File: config.mk
export PLATFORM = sky130hd
export DESIGN_NAME = rr_hold_arbiter
export DESIGN_NICKNAME = d
export VERILOG_FILES = /design/src/rtl/arb_pkg.sv /design/src/rtl/rr_pick.sv /design/src/rtl/rr_hold_arbiter.sv
export SDC_FILE = /design/constraint.sdc
export NUM_CORES = 1
export LEC_CHECK = 0
export BUFFER_PORTS_ARGS = -buffer_cell sky130_fd_sc_hd__buf_4
export CORE_UTILIZATION = 60
export CTS_BUF_LIST = sky130_fd_sc_hd__clkbuf_8
export CTS_CLUSTER_SIZE = 20
export DETAILED_ROUTE_END_ITERATION = 10
export GPL_TIMING_DRIVEN = 0
export HOLD_SLACK_MARGIN = 0.12
export PLACE_DENSITY = 0.85
export SYNTH_ARGS = -nofsm -noshare
export SYNTH_HDL_FRONTEND = slang
export SYNTH_SLANG_ARGS = --single-unit
File: constraint.sdc
create_clock -name clk_i -period 3.5 [get_ports clk_i]
set_input_delay 0.525 -clock clk_i [delete_from_list [all_inputs] [get_ports clk_i]]
set_output_delay 0.525 -clock clk_i [all_outputs]
set_load 0.05 [all_outputs]
File: src/rtl/arb_pkg.sv
// -----------------------------------------------------------------------------
// arb_pkg: shared types and helpers for the round-robin hold arbiter.
//   arb_state_e : arbiter FSM states (IDLE, OWNED)
//   onehot()    : index to one-hot vector, up to ONEHOT_MAX_W requesters
// -----------------------------------------------------------------------------
package arb_pkg;

  typedef enum logic {IDLE, OWNED} arb_state_e;

  // Widest one-hot vector the helper can produce; callers cast down to their width.
  localparam int ONEHOT_MAX_W = 32;

  function automatic logic [ONEHOT_MAX_W-1:0] onehot(input int idx);
    onehot      = '0;
    onehot[idx] = 1'b1;
  endfunction

endpackage

File: src/rtl/rr_pick.sv
// -----------------------------------------------------------------------------
// rr_pick: combinational rotating priority encoder.
// Returns the first set bit of req_i, scanning ptr_i, ptr_i+1, ... and wrapping.
//   req_i   in  N     request vector
//   ptr_i   in  ID_W  scan start position
//   valid_o out 1     any request set
//   idx_o   out ID_W  selected index (0 when none)
// -----------------------------------------------------------------------------
module rr_pick #(
  parameter  int N    = 4,
  localparam int ID_W = $clog2(N)
) (
  input  logic [N-1:0]    req_i,
  input  logic [ID_W-1:0] ptr_i,
  output logic            valid_o,
  output logic [ID_W-1:0] idx_o
);

  logic [2*N-1:0] dbl;
  logic [2*N-1:0] masked;

  // The request vector is laid out twice; masking everything below ptr_i
  // leaves the wrapped-around copy in the upper half, so the lowest
  // surviving bit is the first requester at or after ptr_i in rotation.
  always_comb begin
    // NOTE: every variable gets a default at the top of an always_comb so
    // no path can leave it unassigned and infer a latch.
    dbl    = {req_i, req_i};
    masked = '0;
    idx_o  = '0;
    for (int i = 0; i < 2 * N; i++) begin
      masked[i] = dbl[i] && (i >= int'(ptr_i));
    end
    // Scan downward so the lowest set bit is the last one written.
    for (int i = 2 * N - 1; i >= 0; i--) begin
      if (masked[i]) idx_o = ID_W'(i % N);
    end
  end

  assign valid_o = |req_i;

endmodule

File: src/rtl/rr_hold_arbiter.sv
// -----------------------------------------------------------------------------
// rr_hold_arbiter: round-robin arbiter with multi-cycle grant ownership.
// The owner keeps its grant until it drops its request, pulses done_i, or
// reaches MAX_HOLD consecutive cycles (0 = unlimited). Hand-over is
// back-to-back with no idle cycle. NUM_PORTS is limited to 2..32.
//   clk_i     in  1          clock, rising edge
//   rst_i     in  1          synchronous active-high reset
//   req_i     in  NUM_PORTS  level request per port
//   done_i    in  1          owner finishes this cycle
//   gnt_o     out NUM_PORTS  registered one-hot grant or zero
//   gnt_id_o  out ID_W       owner index, 0 when idle
//   busy_o    out 1          a grant is active
//   timeout_o out 1          current grant is being force-released by MAX_HOLD
// -----------------------------------------------------------------------------
module rr_hold_arbiter
  import arb_pkg::*;
#(
  parameter  int NUM_PORTS = 4,
  parameter  int MAX_HOLD  = 16,
  localparam int ID_W      = $clog2(NUM_PORTS)
) (
  input  logic                 clk_i,
  input  logic                 rst_i,
  input  logic [NUM_PORTS-1:0] req_i,
  input  logic                 done_i,
  output logic [NUM_PORTS-1:0] gnt_o,
  output logic [ID_W-1:0]      gnt_id_o,
  output logic                 busy_o,
  output logic                 timeout_o
);

  // Counter only needs to reach MAX_HOLD-1; with MAX_HOLD=0 it is unused
  // beyond saturating.
  localparam int              HOLD_W     = (MAX_HOLD > 2) ? $clog2(MAX_HOLD) : 1;
  localparam logic [HOLD_W-1:0] HOLD_LIMIT =
    HOLD_W'((MAX_HOLD == 0) ? 0 : MAX_HOLD - 1);

  arb_state_e           state_q, state_d;
  logic [NUM_PORTS-1:0] gnt_q, gnt_d;
  logic [ID_W-1:0]      owner_q, owner_d;
  logic [ID_W-1:0]      ptr_q, ptr_d;
  logic [HOLD_W-1:0]    hold_q, hold_d;

  logic [ID_W-1:0]      next_ptr;
  logic [ID_W-1:0]      pick_ptr;
  logic [ID_W-1:0]      pick_idx;
  logic                 pick_valid;
  logic                 owner_req;
  logic                 at_limit;
  logic                 release_c;

  assign owner_req = req_i[owner_q];
  assign at_limit  = (MAX_HOLD != 0) && (hold_q == HOLD_LIMIT);
  assign release_c = !owner_req || done_i || at_limit;
  assign next_ptr  = (owner_q == ID_W'(NUM_PORTS - 1)) ? '0 : owner_q + ID_W'(1);

  // The single picker serves both the idle grant (scan from ptr_q) and the
  // release hand-over (scan from the port after the owner). A dropped owner
  // request is already zero in req_i, so no extra masking is needed.
  assign pick_ptr = (state_q == OWNED) ? next_ptr : ptr_q;

  rr_pick #(.N(NUM_PORTS)) u_pick (
    .req_i   (req_i),
    .ptr_i   (pick_ptr),
    .valid_o (pick_valid),
    .idx_o   (pick_idx)
  );

  always_comb begin
    state_d = state_q;
    gnt_d   = gnt_q;
    owner_d = owner_q;
    ptr_d   = ptr_q;
    hold_d  = hold_q;
    unique case (state_q)
      IDLE: begin
        if (pick_valid) begin
          state_d = OWNED;
          owner_d = pick_idx;
          gnt_d   = NUM_PORTS'(onehot(int'(pick_idx)));
          hold_d  = '0;
        end
      end
      OWNED: begin
        if (!release_c) begin
          // Saturate for the unlimited case; a finite limit releases first.
          if (hold_q != '1) hold_d = hold_q + HOLD_W'(1);
        end else begin
          ptr_d  = next_ptr;
          hold_d = '0;
          if (pick_valid) begin
            owner_d = pick_idx;
            gnt_d   = NUM_PORTS'(onehot(int'(pick_idx)));
          end else begin
            state_d = IDLE;
            owner_d = '0;
            gnt_d   = '0;
          end
        end
      end
      default: state_d = IDLE;
    endcase
  end

  always_ff @(posedge clk_i) begin
    // NOTE: sequential state uses non-blocking assignments so every register
    // samples the pre-edge values regardless of statement order.
    if (rst_i) begin
      state_q <= IDLE;
      gnt_q   <= '0;
      owner_q <= '0;
      ptr_q   <= '0;
      hold_q  <= '0;
    end else begin
      state_q <= state_d;
      gnt_q   <= gnt_d;
      owner_q <= owner_d;
      ptr_q   <= ptr_d;
      hold_q  <= hold_d;
    end
  end

  assign gnt_o     = gnt_q;
  assign gnt_id_o  = owner_q;
  assign busy_o    = (state_q == OWNED);
  // done_i wins over the limit, so a completing owner never shows a timeout.
  assign timeout_o = (state_q == OWNED) && at_limit && owner_req && !done_i;

endmodule

==> impl_metrics.toml <==
[floorplan]
start_util_pct = 67.5
die_w_um = 38.3
coreArea_um2 = 1170
fp.dieArea_um2 = 1470
ios = 15
std_cell_rows = 12
die_h_um = 38.3

[worst_setup_path]
rrSetupSlack_ns = 1.62
cp-end-kind = "output port"
critPathKind = "reg2out"
cp-start-kind = "flip-flop"
crit_required_ns = 2.97
critPathArrivalTime_ns = 1.48
rr_worst_depth = 6
path_max_fanout = 7
critPathLaunch = "gnt_id_o[0]"
r2r-end = "gnt_o[3]"
worstReg2RegStart = "gnt_id_o[1]"
crit_end = "timeout_o"

[timing]
period_minus_slack_ns = 2.01
slew_violations = 0
hold_violations = 0
grt_setup_unrepaired = "no"
fin_crit_sh_pct = 57.4
setup_viol = 0
maxSlewHeadroom_pct = 71.7
finalSetupTns_ns = 0
worstMarginPinSlew_ns = 0.421
fmax_ghz = 0.498
finClkSkew_ns = 0.00197

[hold_path]
min_from = "gnt_o[0]"
hold_class = "reg2reg"

[cts]
cts_htree_levels = 1
cts_buffers = 3
cts_hold_buf = 0
cts_tree = "built"
clk_pin_slew_ns = 0.06
cts_resized = 0
cts-root-buf = "clkbuf_8"
clock_latency_ns = 0.24
ctsLongestPathBuffers = 2
cts.sinks = 13
cts_setup_buffers = 0

[logic_synthesis]
synth-edff-count = 0
yosys_warnings = 0
synthArstFlopShare_pct = 0
syn_inst = 81
netlist_area_um2 = 791
synth_largest_area_cell = "dfxtp_1"
yosysSeqAreaShare_pct = 32.9
yosysUniqueCellTypes = 37
synth_commonest_cells = "13 x dfxtp_1, 8 x nor2_1, 7 x nand2_1, 6 x mux2i_1, 4 x nand3_1"
synthFlopType = "dfxtp_1"
synth_top_area_share_pct = 32.9
ys_top_cells_by_area = "dfxtp_1 33%, mux2i_1 7.6%, nor2_1 3.8%, nand2_1 3.3%, ha_1 3.2%"
yosysMostFrequentCell = "dfxtp_1"
syn_nets = 90
ys_ff_latch = 13
avgSynthCellArea_um2 = 9.76

[global_routing]
antenna_found_initial = 0
grt_pass1_vias = 585
grt_usage_pct = 25.1
grt_pass1_wl_mm = 2.43
grt_max_degree = 11
grt.overflow.total = 0

[route]
dr.pass1.iters = 4
routedWlPerCell_um = 13.8
num_vias = 663
finalWirelength_mm = 1.56
route.antenna.remaining_nets = 0
drc = 0
drtIter0Drc = 10
via_per_inst = 5.87

[placed_design]
gp_congestion = 0.718
io_buffers = 14
hpwl_mm = 1.21

[pwr]
p_leak_nw = 0.394
ir_drop_uv = 299
power_mw = 0.436
pwr_density_cell_nw_per_um2 = 454

[layout]
register_area_um2 = 260
antennaDiodeCount = 0
drive_gt1_share_pct = 33.3
layout.nets = 109
fill_cells = 75
area_delta_synth_final_pct = 21.4
multi_input_area_um2 = 500

[run]
maxCapViolCount = 0

[outcome]
outcome = "completed"
-- layout by cell type, fill, tap and decap left out, drive strengths merged --
cell and n:
a21boi 1, a21oi 2, a22o 3, a22oi 1, a31oi 3, a32o 2
and2 1, and2b 3, and3 1, buf 16, clkbuf 4, clkinv 1
dfxtp 13, ha 2, mux2 1, mux2i 7, nand2 7, nand2b 3
nand3 4, nand4 2, nand4b 2, nor2 8, nor3 1, nor4 2
o2111ai 1, o211a 1, o21ai 2, o21ba 1, o22ai 1, or2 1
or2b 1, or3b 1
-- cells by family after synthesis --
group | Yosys count | share of synthesized area [%]
and+or+nand+nor | 37 | 29.4
muxes | 8 | 11.9
buffers and inverters | 3 | 3.80
AOI/OAI and AO/OA | 18 | 18.8
DFF | 13 | 32.9
adders and majority gates | 2 | 3.16
-- routing by layer --
metal | up-vias | part of all wire (%) | global-route usage, %
met5 | - | 0 | 0
met4 | 0 | 0.64 | 13.4
met3 | 2 | 2.9 | 5.23
met2 | 18 | 51 | 43.6
met1 | 303 | 46 | 28.3
li1 | 340 | - | -
-- report_power, final --
group / switching [mW] / internal, mW / leakage, nW
clock network: 0.0541 / 0.0786 / 0.0255
logic: 0.0773 / 0.0551 / 0.262
registers: 0.0105 / 0.160 / 0.106
total: 0.142 / 0.294 / 0.394
-- through the flow --
stage	util, %	worst slack [ns]	hold WS [ns]	area [um^2]	cells
after floorplan	-	1.17	0.462	791	81
after global placement	78.0	1.53	0.454	913	109
after detailed placement	78.0	1.52	0.458	913	109
after CTS	81.9	1.50	0.471	960	113
after global routing	81.9	1.41	0.484	960	113
final	81.9	1.49	0.467	960	113
-- cell type report --
type	instances	area share [%]
multi-input combinational	65	52.2
sequential	13	27.1
timing repair buffer	14	11.0
clock buffer	3	4.30
buffer	3	3.13
tap	14	1.83
clock inverter	1	0.522
-- state kept, by name, summed over array words and instances, names as in the netlist --
register,flops
gnt_o,4
hold_q,4
gnt_id_o,2
ptr_q,2
busy_o,1
-- worst max-delay path, cell delays in order (launching register included) --
cell and delay (ns):
dfxtp_1 0.36, or2_1 0.25, o22ai_2 0.25, nand2_1 0.09, nor2_1 0.09, buf_4 0.20
-- worst min-delay path by stage --
stage / cells after the start / slack, ns / to
2_1_floorplan: 2 / 0.46 / ptr_q[0]
3_5_place_dp: 1 / 0.46 / gnt_o[0]
6_report: 1 / 0.47 / gnt_o[0]
4_1_cts: 1 / 0.47 / gnt_o[0]
5_1_grt: 1 / 0.48 / gnt_o[0]
3_3_place_gp: 1 / 0.45 / gnt_o[0]
(Power assumes the default switching activity.)
